--- src/rtl/l2_flush_ctrl_if.sv ---
// ---------------------------------------------------------------------------
// l2_flush_ctrl_if
// Purpose : bundles the flush-request handshake, the state-array lookup port
//           and the eviction handshake used by the L2 flush walker.
// Modports:
//   master - the flush controller (drives ready/lookup/evict/inv/status)
//   slave  - the surrounding cache logic (drives request, stall, credits,
//            lookup data and eviction acceptance)
// Signals :
//   flush_req_valid/flush_req_ready  flush request handshake
//   stall                            freezes the walk (lookup and eviction)
//   reqs_cnt                         free request-buffer entries
//   lookup_en/set/way, lookup_state  state-array read, data one cycle later
//   evict_valid/ready/set/way/dirty  eviction request handshake
//   inv_en                           invalidate strobe for the current line
//   ongoing_flush, flush_done        flush status
// ---------------------------------------------------------------------------
interface l2_flush_ctrl_if #(
  parameter int L2_SETS   = 256,
  parameter int L2_WAYS   = 8,
  parameter int REQS_P1_W = 3
);
  localparam int SET_W = $clog2(L2_SETS);
  localparam int WAY_W = $clog2(L2_WAYS);

  logic                 flush_req_valid;
  logic                 flush_req_ready;
  logic                 stall;
  logic [REQS_P1_W-1:0] reqs_cnt;
  logic                 lookup_en;
  logic [SET_W-1:0]     lookup_set;
  logic [WAY_W-1:0]     lookup_way;
  logic [1:0]           lookup_state;
  logic                 evict_valid;
  logic                 evict_ready;
  logic [SET_W-1:0]     evict_set;
  logic [WAY_W-1:0]     evict_way;
  logic                 evict_dirty;
  logic                 inv_en;
  logic                 ongoing_flush;
  logic                 flush_done;

  modport master (
    input  flush_req_valid, stall, reqs_cnt, lookup_state, evict_ready,
    output flush_req_ready, lookup_en, lookup_set, lookup_way,
           evict_valid, evict_set, evict_way, evict_dirty,
           inv_en, ongoing_flush, flush_done
  );

  modport slave (
    output flush_req_valid, stall, reqs_cnt, lookup_state, evict_ready,
    input  flush_req_ready, lookup_en, lookup_set, lookup_way,
           evict_valid, evict_set, evict_way, evict_dirty,
           inv_en, ongoing_flush, flush_done
  );
endinterface

--- src/rtl/l2_flush_ctrl.sv ---
// ---------------------------------------------------------------------------
// l2_flush_ctrl
// Purpose : walks every line of an L2 cache (set-major, way-minor), reads its
//           state, issues an eviction for every valid line (dirty when the
//           line is MODIFIED), invalidates it on eviction acceptance and
//           signals completion.
// Ports   :
//   clk  - sole clock, rising edge
//   rst  - asynchronous active-low reset
//   bus  - l2_flush_ctrl_if.master (request, lookup, eviction, status)
// Parameters:
//   L2_SETS, L2_WAYS - power-of-two geometry (each at least 2)
//   REQS_P1_W        - width of the free request-buffer counter
// ---------------------------------------------------------------------------
module l2_flush_ctrl #(
  parameter int L2_SETS   = 256,
  parameter int L2_WAYS   = 8,
  parameter int REQS_P1_W = 3
) (
  input  logic                 clk,
  input  logic                 rst,
  l2_flush_ctrl_if.master      bus
);
  localparam int SET_W = $clog2(L2_SETS);
  localparam int WAY_W = $clog2(L2_WAYS);

  localparam logic [SET_W:0] SET_ONE = 1;
  localparam logic [WAY_W:0] WAY_ONE = 1;

  localparam logic [2:0] S_IDLE   = 3'd0;
  localparam logic [2:0] S_LOOKUP = 3'd1;
  localparam logic [2:0] S_CHECK  = 3'd2;
  localparam logic [2:0] S_EVICT  = 3'd3;
  localparam logic [2:0] S_NEXT   = 3'd4;
  localparam logic [2:0] S_DONE   = 3'd5;

  localparam logic [1:0] ST_INVALID  = 2'd0;
  localparam logic [1:0] ST_MODIFIED = 2'd3;

  logic [2:0]     r_state;
  logic [2:0]     w_state_next;
  // Counters carry one extra bit: the way MSB flags a set boundary, the set
  // MSB flags that the last line has been processed.
  logic [SET_W:0] r_set;
  logic [SET_W:0] w_set_next;
  logic [SET_W:0] w_set_inc;
  logic [WAY_W:0] r_way;
  logic [WAY_W:0] w_way_next;
  logic [WAY_W:0] w_way_inc;
  logic           r_dirty;
  logic           w_dirty_next;
  // Keeps flush_req_ready low until the first clock after reset release.
  logic           r_out_en;

  logic           w_accept;
  logic           w_lookup_fire;
  logic           w_evict_ok;
  logic           w_evict_fire;

  always_comb begin
    w_way_inc     = r_way + WAY_ONE;
    w_set_inc     = r_set + SET_ONE;
    w_accept      = (r_state == S_IDLE) && r_out_en && bus.flush_req_valid;
    w_lookup_fire = (r_state == S_LOOKUP) && !bus.stall;
    // No request-buffer credit or a stall blocks the eviction request
    // entirely rather than letting it drop mid-handshake.
    w_evict_ok    = (r_state == S_EVICT) && (bus.reqs_cnt != '0) && !bus.stall;
    w_evict_fire  = w_evict_ok && bus.evict_ready;

    w_state_next  = r_state;
    w_set_next    = r_set;
    w_way_next    = r_way;
    w_dirty_next  = r_dirty;

    case (r_state)
      S_IDLE: begin
        if (w_accept) begin
          w_state_next = S_LOOKUP;
          w_set_next   = '0;
          w_way_next   = '0;
        end
      end
      S_LOOKUP: begin
        if (w_lookup_fire) begin
          w_state_next = S_CHECK;
        end
      end
      S_CHECK: begin
        // Capture dirtiness here so the eviction target stays stable for as
        // long as the eviction is back-pressured.
        w_dirty_next = (bus.lookup_state == ST_MODIFIED);
        w_state_next = (bus.lookup_state == ST_INVALID) ? S_NEXT : S_EVICT;
      end
      S_EVICT: begin
        if (w_evict_fire) begin
          w_state_next = S_NEXT;
        end
      end
      S_NEXT: begin
        if (w_way_inc[WAY_W]) begin
          w_way_next   = '0;
          w_set_next   = w_set_inc;
          w_state_next = w_set_inc[SET_W] ? S_DONE : S_LOOKUP;
        end else begin
          w_way_next   = w_way_inc;
          w_state_next = S_LOOKUP;
        end
      end
      S_DONE: begin
        w_state_next = S_IDLE;
      end
      default: begin
        w_state_next = S_IDLE;
      end
    endcase
  end

  always_ff @(posedge clk or negedge rst) begin
    if (!rst) begin
      r_state  <= S_IDLE;
      r_set    <= '0;
      r_way    <= '0;
      r_dirty  <= 1'b0;
      r_out_en <= 1'b0;
    end else begin
      r_state  <= w_state_next;
      r_set    <= w_set_next;
      r_way    <= w_way_next;
      r_dirty  <= w_dirty_next;
      r_out_en <= 1'b1;
    end
  end

  // All strobes decode directly from the state register so an asynchronous
  // reset clears them in the same cycle.
  assign bus.flush_req_ready = (r_state == S_IDLE) && r_out_en;
  assign bus.lookup_en       = w_lookup_fire;
  assign bus.lookup_set      = r_set[SET_W-1:0];
  assign bus.lookup_way      = r_way[WAY_W-1:0];
  assign bus.evict_valid     = w_evict_ok;
  assign bus.evict_set       = r_set[SET_W-1:0];
  assign bus.evict_way       = r_way[WAY_W-1:0];
  assign bus.evict_dirty     = r_dirty;
  assign bus.inv_en          = w_evict_fire;
  assign bus.ongoing_flush   = (r_state == S_LOOKUP) || (r_state == S_CHECK) ||
                               (r_state == S_EVICT)  || (r_state == S_NEXT);
  assign bus.flush_done      = (r_state == S_DONE);

endmodule

--- src/flat_wrapper.sv ---
// flat-port wrapper written by rule: the top's interface ports become plain ports
module l2_flush_ctrl_flat 
#(
  parameter int L2_SETS   = 256,
  parameter int L2_WAYS   = 8,
  parameter int REQS_P1_W = 3
)
  (clk, rst, bus_flush_req_valid, bus_stall, bus_reqs_cnt, bus_lookup_state, bus_evict_ready, bus_flush_req_ready, bus_lookup_en, bus_lookup_set, bus_lookup_way, bus_evict_valid, bus_evict_set, bus_evict_way, bus_evict_dirty, bus_inv_en, bus_ongoing_flush, bus_flush_done);
  l2_flush_ctrl_if #(.L2_SETS(L2_SETS), .L2_WAYS(L2_WAYS), .REQS_P1_W(REQS_P1_W)) bus_i ();
  input  logic clk;
  input  logic rst;
  input wire logic [$bits(bus_i.flush_req_valid)-1:0] bus_flush_req_valid;
  input wire logic [$bits(bus_i.stall)-1:0] bus_stall;
  input wire logic [$bits(bus_i.reqs_cnt)-1:0] bus_reqs_cnt;
  input wire logic [$bits(bus_i.lookup_state)-1:0] bus_lookup_state;
  input wire logic [$bits(bus_i.evict_ready)-1:0] bus_evict_ready;
  output wire logic [$bits(bus_i.flush_req_ready)-1:0] bus_flush_req_ready;
  output wire logic [$bits(bus_i.lookup_en)-1:0] bus_lookup_en;
  output wire logic [$bits(bus_i.lookup_set)-1:0] bus_lookup_set;
  output wire logic [$bits(bus_i.lookup_way)-1:0] bus_lookup_way;
  output wire logic [$bits(bus_i.evict_valid)-1:0] bus_evict_valid;
  output wire logic [$bits(bus_i.evict_set)-1:0] bus_evict_set;
  output wire logic [$bits(bus_i.evict_way)-1:0] bus_evict_way;
  output wire logic [$bits(bus_i.evict_dirty)-1:0] bus_evict_dirty;
  output wire logic [$bits(bus_i.inv_en)-1:0] bus_inv_en;
  output wire logic [$bits(bus_i.ongoing_flush)-1:0] bus_ongoing_flush;
  output wire logic [$bits(bus_i.flush_done)-1:0] bus_flush_done;
  assign bus_i.flush_req_valid = bus_flush_req_valid;
  assign bus_i.stall = bus_stall;
  assign bus_i.reqs_cnt = bus_reqs_cnt;
  assign bus_i.lookup_state = bus_lookup_state;
  assign bus_i.evict_ready = bus_evict_ready;
  assign bus_flush_req_ready = bus_i.flush_req_ready;
  assign bus_lookup_en = bus_i.lookup_en;
  assign bus_lookup_set = bus_i.lookup_set;
  assign bus_lookup_way = bus_i.lookup_way;
  assign bus_evict_valid = bus_i.evict_valid;
  assign bus_evict_set = bus_i.evict_set;
  assign bus_evict_way = bus_i.evict_way;
  assign bus_evict_dirty = bus_i.evict_dirty;
  assign bus_inv_en = bus_i.inv_en;
  assign bus_ongoing_flush = bus_i.ongoing_flush;
  assign bus_flush_done = bus_i.flush_done;
  l2_flush_ctrl #(.L2_SETS(L2_SETS), .L2_WAYS(L2_WAYS), .REQS_P1_W(REQS_P1_W)) u_core (.clk(clk), .rst(rst), .bus(bus_i));
endmodule
--- config.mk ---
export PLATFORM = sky130hd
export DESIGN_NAME = l2_flush_ctrl_flat
export DESIGN_NICKNAME = d
export VERILOG_FILES = /design/src/rtl/l2_flush_ctrl_if.sv /design/src/rtl/l2_flush_ctrl.sv /design/src/flat_wrapper.sv
export SDC_FILE = /design/constraint.sdc
export NUM_CORES = 1
export LEC_CHECK = 0
export ABC_AREA = 1
export CAP_MARGIN = 20
export CORE_ASPECT_RATIO = 0.75
export CORE_MARGIN = 1
export CORE_UTILIZATION = 42
export CTS_CLUSTER_DIAMETER = 80
export DETAILED_ROUTE_END_ITERATION = 10
export PLACE_DENSITY = 0.86
export SYNTH_ARGS = -nofsm -noshare
export SYNTH_HDL_FRONTEND = slang
export SYNTH_SLANG_ARGS = --single-unit
export TNS_END_PERCENT = 50
--- constraint.sdc ---
create_clock -name clk -period 1.24 [get_ports clk]
set_input_delay 0.31 -clock clk [delete_from_list [all_inputs] [get_ports clk]]
set_output_delay 0.31 -clock clk [all_outputs]
set_load 0.01 [all_outputs]
Yosys cells after proc, flatten, opt, wreduce, memory -nomap -nowiden

Index checks and enable logic that the tools add are counted.

Add/sub/neg operators: 2
$mul: 0
Divide/modulo/power cells: 0
Order comparisons: 0
Equality and inequality tests: 10
Shift operators: 0
Multiplexer cells: 13
Bitwise logic cells: 0
Reduce and logical (&&, ||, !) cells: 17

Operator list:

| operator            | count |
|---|---|
| $mux 3              | 7 |
| $mux 9              | 2 |
| $pmux 9 s2          | 1 |
| $pmux 3 s5          | 1 |
| $add 9x1->9 const B | 1 |
| $pmux 4 s2          | 1 |
| $eq 3x2->1 const B  | 2 |
| $eq 3x3->1 const B  | 2 |
| $logic_and 1x1->1   | 6 |
| $reduce_and 3->1    | 2 |
| $add 4x1->4 const B | 1 |
| $mux 4              | 1 |
| $ne 2x1->1 const B  | 2 |
| $ne 2x2->1 const B  | 2 |
| $eq 3x1->1 const B  | 1 |
| $logic_not 3->1     | 1 |
| $logic_or 1x1->1    | 3 |
| $reduce_bool 3->1   | 1 |
| $eq 2x2->1 const B  | 1 |
| $logic_not 2->1     | 1 |
| $reduce_and 2->1    | 1 |
| $reduce_bool 2->1   | 1 |
| $logic_not 1->1     | 1 |

Register bits after elaboration: 18
Latch bits: 0
Memory bits (writable): 0
Bits in read-only memories: 0
Output and inout port bits: 29
Logic and storage cells: 47
Memories: 0

Logic depth before layout (Yosys ltp)

Gate-level depths: netlist (run 1).

Word-level depth: 6
Gate-level depth with buffers: 10
Gate-level depth less buffers: 9

Worst setup path before layout (run 1)

No wires, ideal clock.

Path type: reg-to-reg
Start: reg u_core.r_way[2]
End: reg u_core.r_set[4]
Library setup time: 0.118 ns
Data arrival time: 1.164 ns
Required time: 1.122 ns
Setup slack: -0.041 ns
Cell stages (with the launch flop): 9
Clock period less this slack: 1.281 ns
Path through: dfrtp_1 -> nand3_1 -> nand2_4 -> nand2_2 -> nor2_4 -> inv_4 -> buf_12 -> nand2_2 -> o21ai_2

Longest elaborated chain between the ends: 3

Ends and longest elaborated chain:

| element                    | RTL line             | text |
|---|---|---|
| from (decl)                | l2_flush_ctrl.sv:47  | `logic [WAY_W:0] r_way;` |
| from (signal assigned)     | l2_flush_ctrl.sv:128 | `r_way <= w_way_next;` |
| $add 4x1->4                | l2_flush_ctrl.sv:61  | `w_way_inc = r_way + WAY_ONE;` |
| $ne 2x1->1 (no line)       | -                    |  |
| $reduce_and 3->1 (no line) | -                    |  |
| to (signal assigned)       | l2_flush_ctrl.sv:127 | `r_set <= w_set_next;` |
| to (decl)                  | l2_flush_ctrl.sv:44  | `logic [SET_W:0] r_set;` |

Every way passes these cells.
A chain may end at the register's enable or synchronous reset.

Worst setup path after layout (run 1)

Start: reg u_core.r_state[0]
End: out bus_inv_en

Longest elaborated chain between the ends: 4

Ends and longest elaborated chain:

| element                        | RTL line             | text |
|---|---|---|
| from (decl)                    | l2_flush_ctrl.sv:40  | `logic [2:0] r_state;` |
| from (signal assigned)         | l2_flush_ctrl.sv:126 | `r_state <= w_state_next;` |
| $eq 3x2->1                     | l2_flush_ctrl.sv:67  | `w_evict_ok = (r_state == S_EVICT) && (bus.reqs_cnt != '0) && !bus.stall;` |
| $logic_and 1x1->1 (2 in a row) | l2_flush_ctrl.sv:67  |  |
| $logic_and 1x1->1              | l2_flush_ctrl.sv:68  | `w_evict_fire = w_evict_ok && bus.evict_ready;` |
| to (decl)                      | flat_wrapper.sv:25   | `output wire logic [$bits(bus_i.inv_en)-1:0] bus_inv_en;` |

Every way passes these cells.

==> flow_metrics.py, run 1 <==
metrics = {
    "power_and_ir_drop": {
        "powerDensity_nw_per_um2": 1710,
        "ir_worst_vdd_mv": 1.38,
        "leakage_nw": 0.944,
    },
    "clock_tree": {
        "root_buffer": "clkbuf_8",
        "cts_buffers": 3,
        "cts_hold_buffers": 0,
        "cts_buffer_depth": 2,
        "tritoncts": "done",
        "insertion_delay_ps": 250,
        "htreeDepth": 1,
        "path_clk_slew_ps": 70,
        "numClockSinks": 17,
    },
    "timing": {
        "finalMaxSlewViolations": 0,
        "min_period_over_period_pct": 128,
        "finalHoldViolations": 0,
        "clock.fmax_ghz": 0.628,
        "timing.final.crit_period_ps": 1590,
        "final.setup.worst_slack_ps": -352,
        "worst_clock_skew_ps": 0.804,
        "setup-violations-final": 23,
        "fin_setup_tns_ps": -5240,
        "rsz0062_at_grt": "yes",
    },
    "detailed_routing": {
        "detail-route-antenna-nets": 0,
        "drt-pass1-iter-count": 4,
        "drt_iter0_drc": 61,
        "totalWireLength_um": 3640,
        "drc": 0,
        "vias": 1267,
        "avgRoutedWirePerCell_um": 14.1,
        "post_drt_via_cell_ratio": 4.91,
    },
    "worst_setup_path": {
        "startpoint_type": "flip-flop",
        "critical_path_arrival_ps": 1280,
        "critPathKind": "flip-flop to output port",
        "path_max_fanout": 6,
        "worstPathRequired_ps": 930,
        "cp-end-kind": "output port",
        "r2r_slack_ps": -300,
    },
    "layout": {
        "final_area_um2": 1950,
        "nFillCells": 194,
        "multiInputGateArea_um2": 679,
        "final_util_pct": 72.3,
        "seq_area_um2": 432,
        "area_growth_pct": 56.7,
        "drive_above_1_share_pct": 47.3,
        "antenna_cells": 0,
        "layout.cells.non_filler": 258,
        "nNetsFinal": 235,
    },
    "yosys": {
        "synth_area_leaders": "dfrtp_1, buf_4, nand2_1, inv_1, nand3_1",
        "syn_inst": 164,
        "synthAdderAreaFrac_pct": 2.01,
        "synth.distinct_cells": 29,
        "ys_top_cells_by_count": "nand2_1, inv_1, buf_4, dfrtp_1, nand3_1",
        "synth_xor_area_share_pct": 1.40,
        "synth.area.mux_share_pct": 0,
        "synth_edf_count": 0,
        "synth_area_um2": 1250,
        "synth_seq_cells": 17,
        "ys_dominant_reg_cell": "dfrtp_1",
        "ys_seq_area_share_pct": 34.1,
        "async_flop_share_pct": 100,
        "synth_top_cell_area_share_pct": 34.1,
        "synth_top_area_cell": "dfrtp_1",
        "synth-compound-area-share_pct": 10.9,
        "synth_nets": 176,
        "synth_simple_gate_area_share_pct": 30.4,
        "yosysMostFrequentCell": "nand2_1",
        "postSynthAreaPerCell_um2": 7.61,
        "synth_top_family_by_area": "simple AND/OR/NAND/NOR gates",
        "synth_warnings": 0,
    },
    "die": {
        "io_pins": 39,
        "die_w_um": 64.9,
        "fp.dieH_um": 49.2,
        "core_um2": 2700,
        "start_util_pct": 46.2,
        "placementRows": 16,
        "dieArea_um2": 3190,
    },
    "global_routing": {
        "busiest_layer": "met2",
        "antenna_found_initial": 0,
        "grt_use_met3_pct": 5.14,
        "use_met2_pct": 40.5,
        "grt_usage_pct": 22.7,
        "grt_start_max_net_pins": 18,
        "grt_pass1_vias": 1174,
        "grt_pass1_wl_um": 5330,
        "gr-total-overflow": 0,
        "grt_use_met1_pct": 26.6,
    },
    "place": {
        "gp_congestion": 0.810,
        "dp_hpwl_um": 2080,
        "port_buffers": 38,
        "placed_area_um2": 1680,
        "dp_cells": 239,
    },
    "job": {
        "cap_violations": 0,
    },
    "min_path": {
        "worstHoldPathType": "primary input to asynchronous set/reset pin",
    },
    "run_status": {
        "violations": "negative setup slack",
        "status": "finished, violations left",
    },
}
## path summary, 6_finish.rpt
check / startpoint / to / depth (start not counted)
setup / recovery: u_core.r_state[0] / bus_inv_en / 5
hold / removal: rst / u_core.r_set[2] / 2
setup reg to reg: u_core.r_state[2] / u_core.r_set[8] / 10
hold reg to reg: u_core.bus.evict_dirty / u_core.bus.evict_dirty / 2
max in group asynchronous: rst / u_core.r_state[0] / 2
min in group clk: u_core.bus.evict_dirty / u_core.bus.evict_dirty / 2
## placed cells by master, fill, tap and decap left out, types with 2 or more instances in the layout
cell type / instances
clkbuf_2: 2
xnor2_1: 2
clkbuf_8: 3
a21oi_1: 3
nand2_2: 11
clkdlybuf4s15_1: 16
buf_4: 26
nor2_1: 10
nand4_1: 4
buf_2: 7
nor2_2: 2
inv_2: 5
clkdlybuf4s50_1: 8
nor2_4: 5
dfrtp_2: 5
nand2_1: 22
nand3_1: 8
o21ai_0: 2
o21ai_1: 2
inv_1: 18
nand3_2: 6
nand2_4: 4
nand3b_1: 2
dfrtp_1: 12
buf_6: 15
o21bai_1: 2
o21ai_2: 7
## state kept, by name, summed over array words and instances, names as in the netlist
| signal | cells |
|---|---|
| u_core.r_set | 9 |
| u_core.bus.evict_dirty | 1 |
| u_core.r_state | 3 |
| u_core.r_out_en | 1 |
| u_core.r_way | 3 |
## per-layer routing
metal	vias up	share of wire, %	routed length, µm
met5	-	0	0
met4	0	1.9	71
met3	8	4.6	167
met2	40	52	1910
met1	601	41	1500
li1	618	-	-
## per-stage QoR
step           hold WS (ps)  total power, mW  setup WS [ps]
5_1_grt                 394             3.54           -396
3_3_place_gp            472             2.31           -641
2_1_floorplan          14.4             1.77          -11.2
3_5_place_dp            478             2.36           -662
6_report                376             3.34           -352
4_1_cts                 384             3.07           -284
## cells by family after synthesis
kind of cell             count (synthesis)
AND/OR/NAND/NOR                         77
other                                    1
flip-flops                              17
AO/OA/AOI/OAI                           20
adder cells (fa/ha/maj)                  2
XOR/XNOR                                 2
buffers and inverters                   45
## cell type report
| cell class | count | area share (%) |
|---|---|---|
| clock buffer | 4 | 2.30 |
| inverter | 24 | 4.87 |
| multi-input combinational | 102 | 34.8 |
| sequential | 17 | 22.1 |
| tap | 36 | 2.30 |
| timing repair buffer | 75 | 33.7 |
## power breakdown
part | total [mW] | internal (mW) | switching (mW) | leakage (nW)
Clock | 0.424 | 0.228 | 0.195 | 0.0228
Combinational | 2.08 | 0.976 | 1.10 | 0.700
Sequential | 0.843 | 0.677 | 0.167 | 0.221
Total | 3.34 | 1.88 | 1.46 | 0.944
## what timing repair did
action,in CTS,in global routing
gates resized for setup,100,32
setup buffers,12,5
setup endpoints to repair,42,36
cloned,0,0
pin swaps,5,11
## worst max-delay path: stages (launching register included)
cell and delay [ps]:
dfrtp_2 490, nand2_2 70, nor3_2 170, nand3_1 110, inv_1 60, buf_2 120
Note: power is estimated with default switching activity, not from simulation.
==> run 2, diff against run 1 <==
TNS_END_PERCENT = 10   (was 50)
==> flow_metrics.py, run 2 (synthesis gave the netlist of run 1 again) <==
metrics = {
    "clock_tree": {
        "cts_buffer_depth": 2,
        "htreeDepth": 1,
        "root_buffer": "clkbuf_8",
        "numClockSinks": 17,
        "insertion_delay_ps": 250,
        "cts_buffers": 3,
        "tritoncts": "done",
        "path_clk_slew_ps": 70,
    },
    "die": {
        "placementRows": 16,
        "die_w_um": 64.9,
        "dieArea_um2": 3190,
        "core_um2": 2700,
        "fp.dieH_um": 49.2,
        "io_pins": 39,
        "start_util_pct": 46.2,
    },
    "layout": {
        "largest_registers": "u_core.r_set x9, u_core.r_state x3, u_core.r_way x3",
        "drive_above_1_share_pct": 45.6,
        "final_area_um2": 1820,
        "area_growth_pct": 46.1,
        "top_register": "u_core.r_set",
        "nNetsFinal": 230,
        "nFillCells": 215,
        "final_util_pct": 67.5,
        "mostFrequentLayoutCells": "buf_4, nand2_1, inv_1",
        "largest_reg_flops": 9,
        "layout.cells.non_filler": 254,
        "final_common_cell": "buf_4",
    },
    "detailed_routing": {
        "drt_iter0_drc": 47,
        "post_drt_via_cell_ratio": 4.89,
        "avgRoutedWirePerCell_um": 13.2,
        "vias": 1242,
        "drt-pass1-iter-count": 4,
        "drc": 0,
        "detail-route-antenna-nets": 0,
        "totalWireLength_um": 3360,
    },
    "timing": {
        "setup-violations-final": 21,
        "finalHoldViolations": 0,
        "timing.final.crit_period_ps": 1570,
        "rsz0062_at_grt": "yes",
        "worst_clock_skew_ps": 3.01,
        "clock.fmax_ghz": 0.635,
        "finalMaxSlewViolations": 0,
        "min_period_over_period_pct": 127,
        "final.setup.worst_slack_ps": -335,
        "fin_hold_ws_ps": 379,
        "fin_setup_tns_ps": -5030,
    },
    "place": {
        "placed_area_um2": 1680,
        "dp_cells": 239,
        "dp_hpwl_um": 2080,
        "place_ws_ps": -662,
        "gp_congestion": 0.810,
        "port_buffers": 38,
    },
    "worst_setup_path": {
        "cp-endpoint": "bus_evict_valid",
        "critPathKind": "flip-flop to output port",
        "r2r-end": "u_core.r_set[5]",
        "startpoint_type": "flip-flop",
        "cp-end-kind": "output port",
        "r2r_start": "u_core.r_state[2]",
        "path_max_fanout": 5,
        "reg2reg_depth": 10,
        "critical_path_arrival_ps": 1260,
        "worstPathRequired_ps": 930,
        "r2r_slack_ps": -320,
        "crit_path_start": "u_core.r_state[2]",
    },
    "power_and_ir_drop": {
        "leakage_nw": 0.916,
        "p_total_mw": 3.10,
        "ir_worst_vdd_mv": 1.16,
        "powerDensity_nw_per_um2": 1700,
    },
    "global_routing": {
        "grt_pass1_vias": 1123,
        "grt_pass1_wl_um": 5230,
        "grt_start_max_net_pins": 18,
        "gr-total-overflow": 0,
        "grt_usage_pct": 22.2,
        "antenna_found_initial": 1,
    },
    "run_status": {
        "violations": "negative setup slack",
        "status": "finished, violations left",
    },
    "job": {
        "cap_violations": 0,
    },
    "min_path": {
        "worstHoldPathType": "primary input to asynchronous set/reset pin",
    },
}
[run 2: changes by cell type in the layout (fill, tap and decap cells not counted), sizes merged]
cell / before / now
buf: 48 / 43
clkbuf: 6 / 9
clkdlybuf4s15: 16 / 13
clkdlybuf4s50: 8 / 7
diode: 0 / 1
dlymetal6s2s: 0 / 1
[run 2: layout make-up]
cell class | count | area, µm² | share of cell area [%]
Antenna cell | 1 | 2.50 | 0.137
Clock buffer | 4 | 45.0 | 2.47
Tap cell | 36 | 45.0 | 2.47
Multi-Input combinational cell | 102 | 643 | 35.3
Sequential cell | 17 | 432 | 23.7
Timing Repair Buffer | 70 | 561 | 30.7
Inverter | 24 | 95.1 | 5.22
[run 2: report_power, final]
| part | internal [mW] | switching, mW | total (mW) |
|---|---|---|---|
| Combinational | 0.825 | 1.00 | 1.83 |
| Clock | 0.228 | 0.188 | 0.416 |
| Sequential | 0.677 | 0.179 | 0.856 |
[run 2: worst min-delay path by stage]
| stage | slack, ps | from | depth (start not counted) | endpoint |
|---|---|---|---|---|
| 2_1_floorplan | 10 | rst | 0 | u_core.bus.evict_dirty |
| 4_1_cts | 380 | rst | 2 | u_core.r_set[2] |
| 5_1_grt | 390 | rst | 2 | u_core.r_set[2] |
| 6_report | 380 | rst | 2 | u_core.r_set[3] |
| 3_3_place_gp | 470 | u_core.bus.evict_dirty | 2 | u_core.bus.evict_dirty |
| 3_5_place_dp | 480 | u_core.bus.evict_dirty | 2 | u_core.bus.evict_dirty |
[run 2: critical path, cell delays in order, from the launching register on]
cell     delay, ps
dfrtp_1        430
inv_2          130
nand3_2        110
inv_2           90
nand2_1         50
nor2_1          70
buf_2          130
[run 2: metal layers]
layer  routed length (µm)  track usage (%)  share of wire, %  up-vias
met5                    0                0                 0        -
met3                  197             5.14               5.9        6
met2                 1680             39.6                50       46
met1                 1420             26.6                42      574
li1                     -                -                 -      616
met4                   65             5.19               1.9        0
[run 2: timing repair]
action | CTS | global route
setup endpoints to repair | 42 | 38
pin swaps | 5 | 2
resized for setup | 95 | 22
hold buffers | 0 | 0
gates cloned | 0 | 0
buffers inserted | 7 | 3
==> run 3, diff against run 2 <==
CAP_MARGIN = 15   (was 20)
==> results of run 3 <==
Same layout as run 2: the final DEF is identical, and so are final timing and power.
